$ cat src/rtl/i2s_rx_ctrl.sv
// I2S receive master sequencer: bck/lrck generation, deserializer strobes,
// and left/right packing into stereo frames on a valid/ready output.
module i2s_rx_ctrl #(
  parameter int DATA_W = 24,
  parameter int SLOT_W = 32,
  parameter int DIV_W  = 8
) (
  input  logic                  clk,
  input  logic                  reset_n,
  input  logic                  enable,
  input  logic [DIV_W-1:0]      clk_div,
  input  logic                  clr_ovr,
  input  logic [DATA_W-1:0]     rx_word,
  output logic                  bck,
  output logic                  lrck,
  output logic                  shift_en,
  output logic                  word_done,
  output logic                  word_ch,
  output logic [2*DATA_W-1:0]   out_data,
  output logic                  out_valid,
  input  logic                  out_ready,
  output logic                  overrun,
  output logic                  busy
);

  // state | meaning
  // IDLE  | generator parked, bck/lrck held low, waiting for enable
  // RUN   | generating bck/lrck and strobes, packing frames
  // STOP  | enable dropped; keep running until the right slot ends
  typedef enum logic [1:0] {ST_IDLE, ST_RUN, ST_STOP} state_t;

  localparam int BW = (SLOT_W > 1) ? $clog2(SLOT_W) : 1;
  localparam logic [BW-1:0] BIT_LAST = BW'(SLOT_W - 1);
  localparam logic [BW-1:0] BIT_DATA = BW'(DATA_W);

  state_t            state, state_nxt;
  logic [DIV_W-1:0]  div_lat;
  logic [DIV_W-1:0]  div_cnt;
  logic [BW-1:0]     bit_cnt;
  logic [DATA_W-1:0] left_hold;
  logic              have_left;

  logic tc, bck_rise, bck_fall, frame_end;
  logic start, stop_done;
  logic wd_left, wd_right, can_load;

  assign tc        = (div_cnt == div_lat);
  assign bck_rise  = tc && !bck;
  assign bck_fall  = tc && bck;
  assign frame_end = bck_fall && (bit_cnt == BIT_LAST) && lrck;

  always_ff @(posedge clk or negedge reset_n) begin
    if (!reset_n) state <= ST_IDLE;
    else          state <= state_nxt;
  end

  always_comb begin
    state_nxt = state;
    case (state)
      ST_IDLE: if (enable)    state_nxt = ST_RUN;
      ST_RUN:  if (!enable)   state_nxt = ST_STOP;
      ST_STOP: if (frame_end) state_nxt = ST_IDLE;
      default:                state_nxt = ST_IDLE;
    endcase
  end

  always_comb begin
    busy      = (state != ST_IDLE);
    start     = (state == ST_IDLE) && enable;
    stop_done = (state == ST_STOP) && frame_end;
  end

  // Divider, bit counter and strobe generation
  always_ff @(posedge clk or negedge reset_n) begin
    if (!reset_n) begin
      div_lat   <= '0;
      div_cnt   <= '0;
      bit_cnt   <= '0;
      bck       <= 1'b0;
      lrck      <= 1'b0;
      shift_en  <= 1'b0;
      word_done <= 1'b0;
      word_ch   <= 1'b0;
    end else if (state == ST_IDLE || stop_done) begin
      if (start) div_lat <= clk_div;
      div_cnt   <= '0;
      bit_cnt   <= '0;
      bck       <= 1'b0;
      lrck      <= 1'b0;
      shift_en  <= 1'b0;
      word_done <= 1'b0;
      word_ch   <= 1'b0;
    end else begin
      // One-bit I2S delay: the MSB arrives on the rise after the slot's first fall.
      shift_en  <= bck_rise && (bit_cnt >= BW'(1)) && (bit_cnt <= BIT_DATA);
      word_done <= bck_fall && (bit_cnt == BIT_DATA);
      word_ch   <= bck_fall && (bit_cnt == BIT_DATA) && lrck;
      if (tc) begin
        div_cnt <= '0;
        bck     <= ~bck;
      end else begin
        div_cnt <= div_cnt + DIV_W'(1);
      end
      if (bck_fall) begin
        if (bit_cnt == BIT_LAST) begin
          bit_cnt <= '0;
          lrck    <= ~lrck;
        end else begin
          bit_cnt <= bit_cnt + BW'(1);
        end
      end
    end
  end

  assign wd_left  = word_done && !word_ch;
  assign wd_right = word_done && word_ch && have_left;
  assign can_load = !out_valid || out_ready;

  always_ff @(posedge clk or negedge reset_n) begin
    if (!reset_n) begin
      left_hold <= '0;
      have_left <= 1'b0;
      out_data  <= '0;
      out_valid <= 1'b0;
      overrun   <= 1'b0;
    end else begin
      if (start) begin
        have_left <= 1'b0;
      end else if (wd_left) begin
        left_hold <= rx_word;
        have_left <= 1'b1;
      end else if (wd_right) begin
        have_left <= 1'b0;
      end

      if (wd_right && can_load) begin
        out_data  <= {left_hold, rx_word};
        out_valid <= 1'b1;
      end else if (out_valid && out_ready) begin
        out_valid <= 1'b0;
      end

      // A drop in the same cycle as clr_ovr keeps overrun set.
      if (wd_right && !can_load) overrun <= 1'b1;
      else if (clr_ovr)          overrun <= 1'b0;
    end
  end

endmodule

$ cat config.mk
export PLATFORM = sky130hd
export DESIGN_NAME = i2s_rx_ctrl
export DESIGN_NICKNAME = d
export VERILOG_FILES = /design/src/rtl/i2s_rx_ctrl.sv
export SDC_FILE = /design/constraint.sdc
export NUM_CORES = 1
export LEC_CHECK = 0
export BUFFER_PORTS_ARGS = -buffer_cell sky130_fd_sc_hd__buf_2
export CAP_MARGIN = 15
export CORE_UTILIZATION = 40
export CTS_CLUSTER_DIAMETER = 40
export DETAILED_ROUTE_END_ITERATION = 8
export MAX_ROUTING_LAYER = met4
export PLACE_DENSITY = 0.59
export SYNTH_ARGS = -nofsm -noshare
export SYNTH_HDL_FRONTEND = slang
export SYNTH_SLANG_ARGS = --single-unit
export TNS_END_PERCENT = 50
$ cat constraint.sdc
create_clock -name clk -period 2.09 [get_ports clk]
set_input_delay 0.5225 -clock clk [delete_from_list [all_inputs] [get_ports clk]]
set_output_delay 0.5225 -clock clk [all_outputs]
set_load 0.05 [all_outputs]
After elaboration in Yosys (flattened, before gate mapping) --
Cells that the tools add are included.
Storage, ports and cells: output and inout port bits 56, register bits 103, input bits 37, logic and storage cells 87
Operators by class: mux-type cells 24, bitwise operators 3, reduce and logical (&&, ||, !) cells 34, $lt $le $gt $ge 2, equal/unequal tests 8, $add $sub $neg 2
Operators with widths (count):
- $logic_and A1 B1 Y1 | 16
- $mux W8 | 2
- $mux W1 | 15
- $mux W5 | 3
- $reduce_bool A2 Y1 | 6
- $eq A5 B5 Y1 const B | 2
- $add A8 B1 Y8 const B | 1
- $eq A8 B8 Y1 | 1
- $mux W2 | 3
- $ne A2 B2 Y1 const B | 3
- $pmux W2 S3 | 1
- $reduce_and A2 Y1 | 3
- $add A5 B1 Y5 const B | 1
- $ge A5 B1 Y1 const B | 1
- $le A5 B5 Y1 const B | 1
- $logic_not A1 Y1 | 4
- $not A1 Y1 | 3
- $reduce_and A3 Y1 | 1
- $reduce_bool A3 Y1 | 1
- $eq A2 B1 Y1 const B | 1
- $eq A2 B2 Y1 const B | 1
- $logic_not A2 Y1 | 1
- $logic_or A1 B1 Y1 | 2

Depth between registers and ports, before layout --
depth in word-level cells 8, gate-level depth with buffers 7

Worst setup path after synthesis --
OpenSTA, ideal clock, no wires.
path type reg2reg, from register word_done, to register out_data[27], period minus slack after synthesis 1.906 ns, path slack 0.184 ns, cell stages (with the launch flop) 6, arrival time 1.781 ns, data required time 1.965 ns, path buffers 2, cell sequence dfrtp_1 nand3_1 nor2b_1 buf_2 buf_2 mux2_2
On the way: longest elaborated chain between the ends 3
Ends and longest elaborated chain:
- start, declared | line 17 | output logic word_done,
- start signal, assigned | line 96 | word_done <= bck_fall && (bit_cnt == BIT_DATA);
- $logic_and A1 B1 Y1 (2 in series) | line 116 | assign wd_right = word_done && word_ch && have_left;
- $logic_and A1 B1 Y1 | line 136 | if (wd_right && can_load) begin
- end signal, assigned | line 137 | out_data <= {left_hold, rx_word};
- end, declared | line 19 | output logic [2*DATA_W-1:0] out_data,
Every way passes these cells. A chain may end at the register's enable or synchronous reset.

Worst setup path after layout --
from register state[0], to output busy
On the way: longest elaborated chain between the ends 1
Ends and longest elaborated chain:
- start, declared | line 36 | state_t state, state_nxt;
- start signal, assigned | line 54 | else state <= state_nxt;
- $reduce_bool A2 Y1 | line 68 | busy = (state != ST_IDLE);
- end, declared | line 23 | output logic busy
Every way passes these cells.

==> flow_metrics.tcl <==
set metrics [dict create \
    status "finished clean" \
    power_leakage_nw 2.54 \
    drtIter0Drc 85 \
    yosysSeqAreaShare 0.606 \
    cts_tree "done" \
    dp_cells 522 \
    cts_inserted_buffers 9 \
    met2_usage 0.232 \
    whs_ns 0.190 \
    yosys_warnings 0 \
    layout.cell_area.non_filler_um2 5120 \
    yosysUniqueCellTypes 40 \
    max_freq_ghz 0.498 \
    clock_latency_ns 0.36 \
    die_h_um 105 \
    p_sw_mw 1.43 \
    grt-ovfl-total 0 \
    clockBufferDepth 2 \
    vias_per_cell 4.84 \
    power_density_nw_per_um2 865 \
    p_comb_frac 0.206 \
    nFillCells 944 \
    p_sw_frac 0.322 \
    synth-main-ff-cell "dfrtp_1" \
    gp_congestion 0.806 \
    maxSlewHeadroom 0.485 \
    grt_pass1_vias 2637 \
    netlist_area_um2 4250 \
    cp_max_fo 11 \
    core_um2 10300 \
    syn-num-nets 338 \
    required_ns 1.57 \
    postSynthAreaPerCell_um2 14.4 \
    layout_commonest_cell "dfrtp_1" \
    route.detailed.drc 0 \
    dieArea_um2 11000 \
    top_usage_layer "met2" \
    worstMarginPinSlew_ns 0.770 \
    post_cts.repair.setup_buffers 0 \
    mostFrequentLayoutCells "dfrtp_1 (102), buf_2 (90), mux2_2 (80)" \
    synthCells 296 \
    start_util 0.412 \
    hold_violations 0 \
    slew_viol_final 0 \
    seqPwrFrac 0.523 \
    async_flop_share 1.00 \
    ant_nets 0 \
    grtUsageMet3 0.0418 \
    grt_max_degree 104 \
    multi_input_area_um2 1610 \
    fin_crit_ns 2.01 \
    max-cap-violations 0 \
    cts_sinks 103 \
    worst_r2r_path_depth 6 \
    nets 439 \
    fin_util 0.496 \
    syn_to_final_growth_pct 20.4 \
    n_antenna_cell 0 \
    regArea_um2 2580 \
    hp-class "in -> async" \
    grt_pass1_wl_um 13100 \
    crit_path_end_kind "primary output" \
    crit_type "reg -> out" \
    first_pass_iters 4 \
    drive_gt1_frac 0.520 \
    critPathLaunchType "register" \
    wirelength_um 7780 \
    intPower_mw 3.00 \
    antenna_found_initial 0 \
    fp.dieW_um 105 \
    cts_max_level 3 \
    num_vias 2603 \
    ir_drop_mv 0.548 \
    fin_skew_ns 0.00730 \
    critPathArrivalTime_ns 1.48 \
    design_power_total_mw 4.43 \
    fp-row-count 37 \
    root_buffer "clkbuf_8" \
    met1_usage 0.211 \
    fin_crit_sh 0.960 \
    io_pins 93 \
    synth-seq-cells 103 \
    portBuffers 92 \
    hpwlAfterDp_um 5370 \
    path_clk_slew_ns 0.11 \
    setup_viol 0 \
    instances_no_fill 538 \
    placed_area_um2 4920 \
    wire_per_inst_um 14.5 \
    gr-usage-all-layers 0.158 \
    pwr-share-clk 0.271 \
    synth_edf_count 0 \
]
## metrics by stage
| stage | TNS, ns | worst slack, ns |
|---|---|---|
| global placement | 0 | 0.0863 |
| finish | 0 | 0.0833 |
| global route | -0.0000591 | -0.0000591 |
| floorplan | 0 | 0.184 |
| CTS | 0 | 0.0174 |
| detailed placement | 0 | 0.0296 |
## power by group through the flow
stage	Sequential (mW)	Clock [mW]	Combinational [mW]
finish	2.31	1.20	0.914
global route	2.34	1.33	1.00
floorplan	2.40	0	0.570
CTS	2.31	1.25	0.924
global placement	2.34	0	0.898
detailed placement	2.35	0	0.918
## what timing repair did
action,CTS,global route
hold buffers,0,0
pin swaps,0,1
setup endpoints to repair,1,1
gates resized for setup,1,2
cloned,0,0
## cell families (layout without fill, tap and decap cells)
logic type,Yosys count,after routing,synth area share
fa+ha+maj,5,5,0.0147
flops,103,103,0.606
simple gates,60,60,0.0868
mux,84,84,0.221
compound gates,14,14,0.0241
xor+xnor,14,14,0.0288
buf+inv,16,122,0.0177
## metal layers
metal / vias to the layer above / share of wire
li1: 1249 / -
met4: 0 / 0.012
met1: 1285 / 0.49
met3: 6 / 0.046
met2: 63 / 0.46
met5: - / 0
## cells in the mapped netlist, types with 2 or more instances
library cell / count / area share
dfrtp_1: 103 / 0.61
mux2_2: 80 / 0.21
nand2_1: 13 / 0.011
xor2_1: 12 / 0.025
nor2_1: 11 / 0.0097
inv_1: 7 / 0.0062
buf_2: 6 / 0.0071
ha_1: 5 / 0.015
nand3_1: 5 / 0.0059
nand4_1: 5 / 0.0074
a21oi_1: 4 / 0.0047
mux2i_1: 4 / 0.0094
and3_1: 3 / 0.0044
nand2b_1: 3 / 0.0044
a31oi_1: 2 / 0.0029
buf_4: 2 / 0.0035
nor2b_1: 2 / 0.0029
nor3_1: 2 / 0.0024
nor4_2: 2 / 0.0059
nor4b_1: 2 / 0.0041
o211ai_1: 2 / 0.0035
or4_4: 2 / 0.0053
xnor2_1: 2 / 0.0041
## final cells by class
cell class,count,share of cell area
Clock buffer,9,0.0242
Clock inverter,7,0.0132
Inverter,8,0.00587
Multi-Input combinational cell,177,0.315
Sequential cell,103,0.504
Tap cell,136,0.0333
Timing Repair Buffer,98,0.105
## critical path, cell delays in order (launching register included)
cell      delay (ns)
dfrtp_1         0.44
nor2_4          0.19
inv_2           0.09
buf_4           0.19
clkbuf_4        0.22
## state kept, by name, indices dropped and copies added, names as in the netlist
register	cells
bck	1
bit_cnt	5
div_cnt	8
div_lat	8
have_left	1
left_hold	24
lrck	1
out_data	48
out_valid	1
overrun	1
shift_en	1
state	2
word_ch	1
word_done	1
## path summary, 6_finish.rpt
kind	start	to	slack [ns]
setup / recovery	state[0]$_DFFE_PN0P_	busy	0.08
hold / removal	reset_n	out_data[9]$_DFFE_PN0P_	0.19
setup reg to reg	bit_cnt[0]$_DFFE_PN0P_	bit_cnt[2]$_DFFE_PN0P_	0.24
hold reg to reg	out_data[13]$_DFFE_PN0P_	out_data[13]$_DFFE_PN0P_	0.51
max in group asynchronous	reset_n	state[1]$_DFFE_PN0P_	1.48
min in group clk	clr_ovr	overrun$_DFFE_PN0P_	0.35
(Power assumes the default switching activity.)
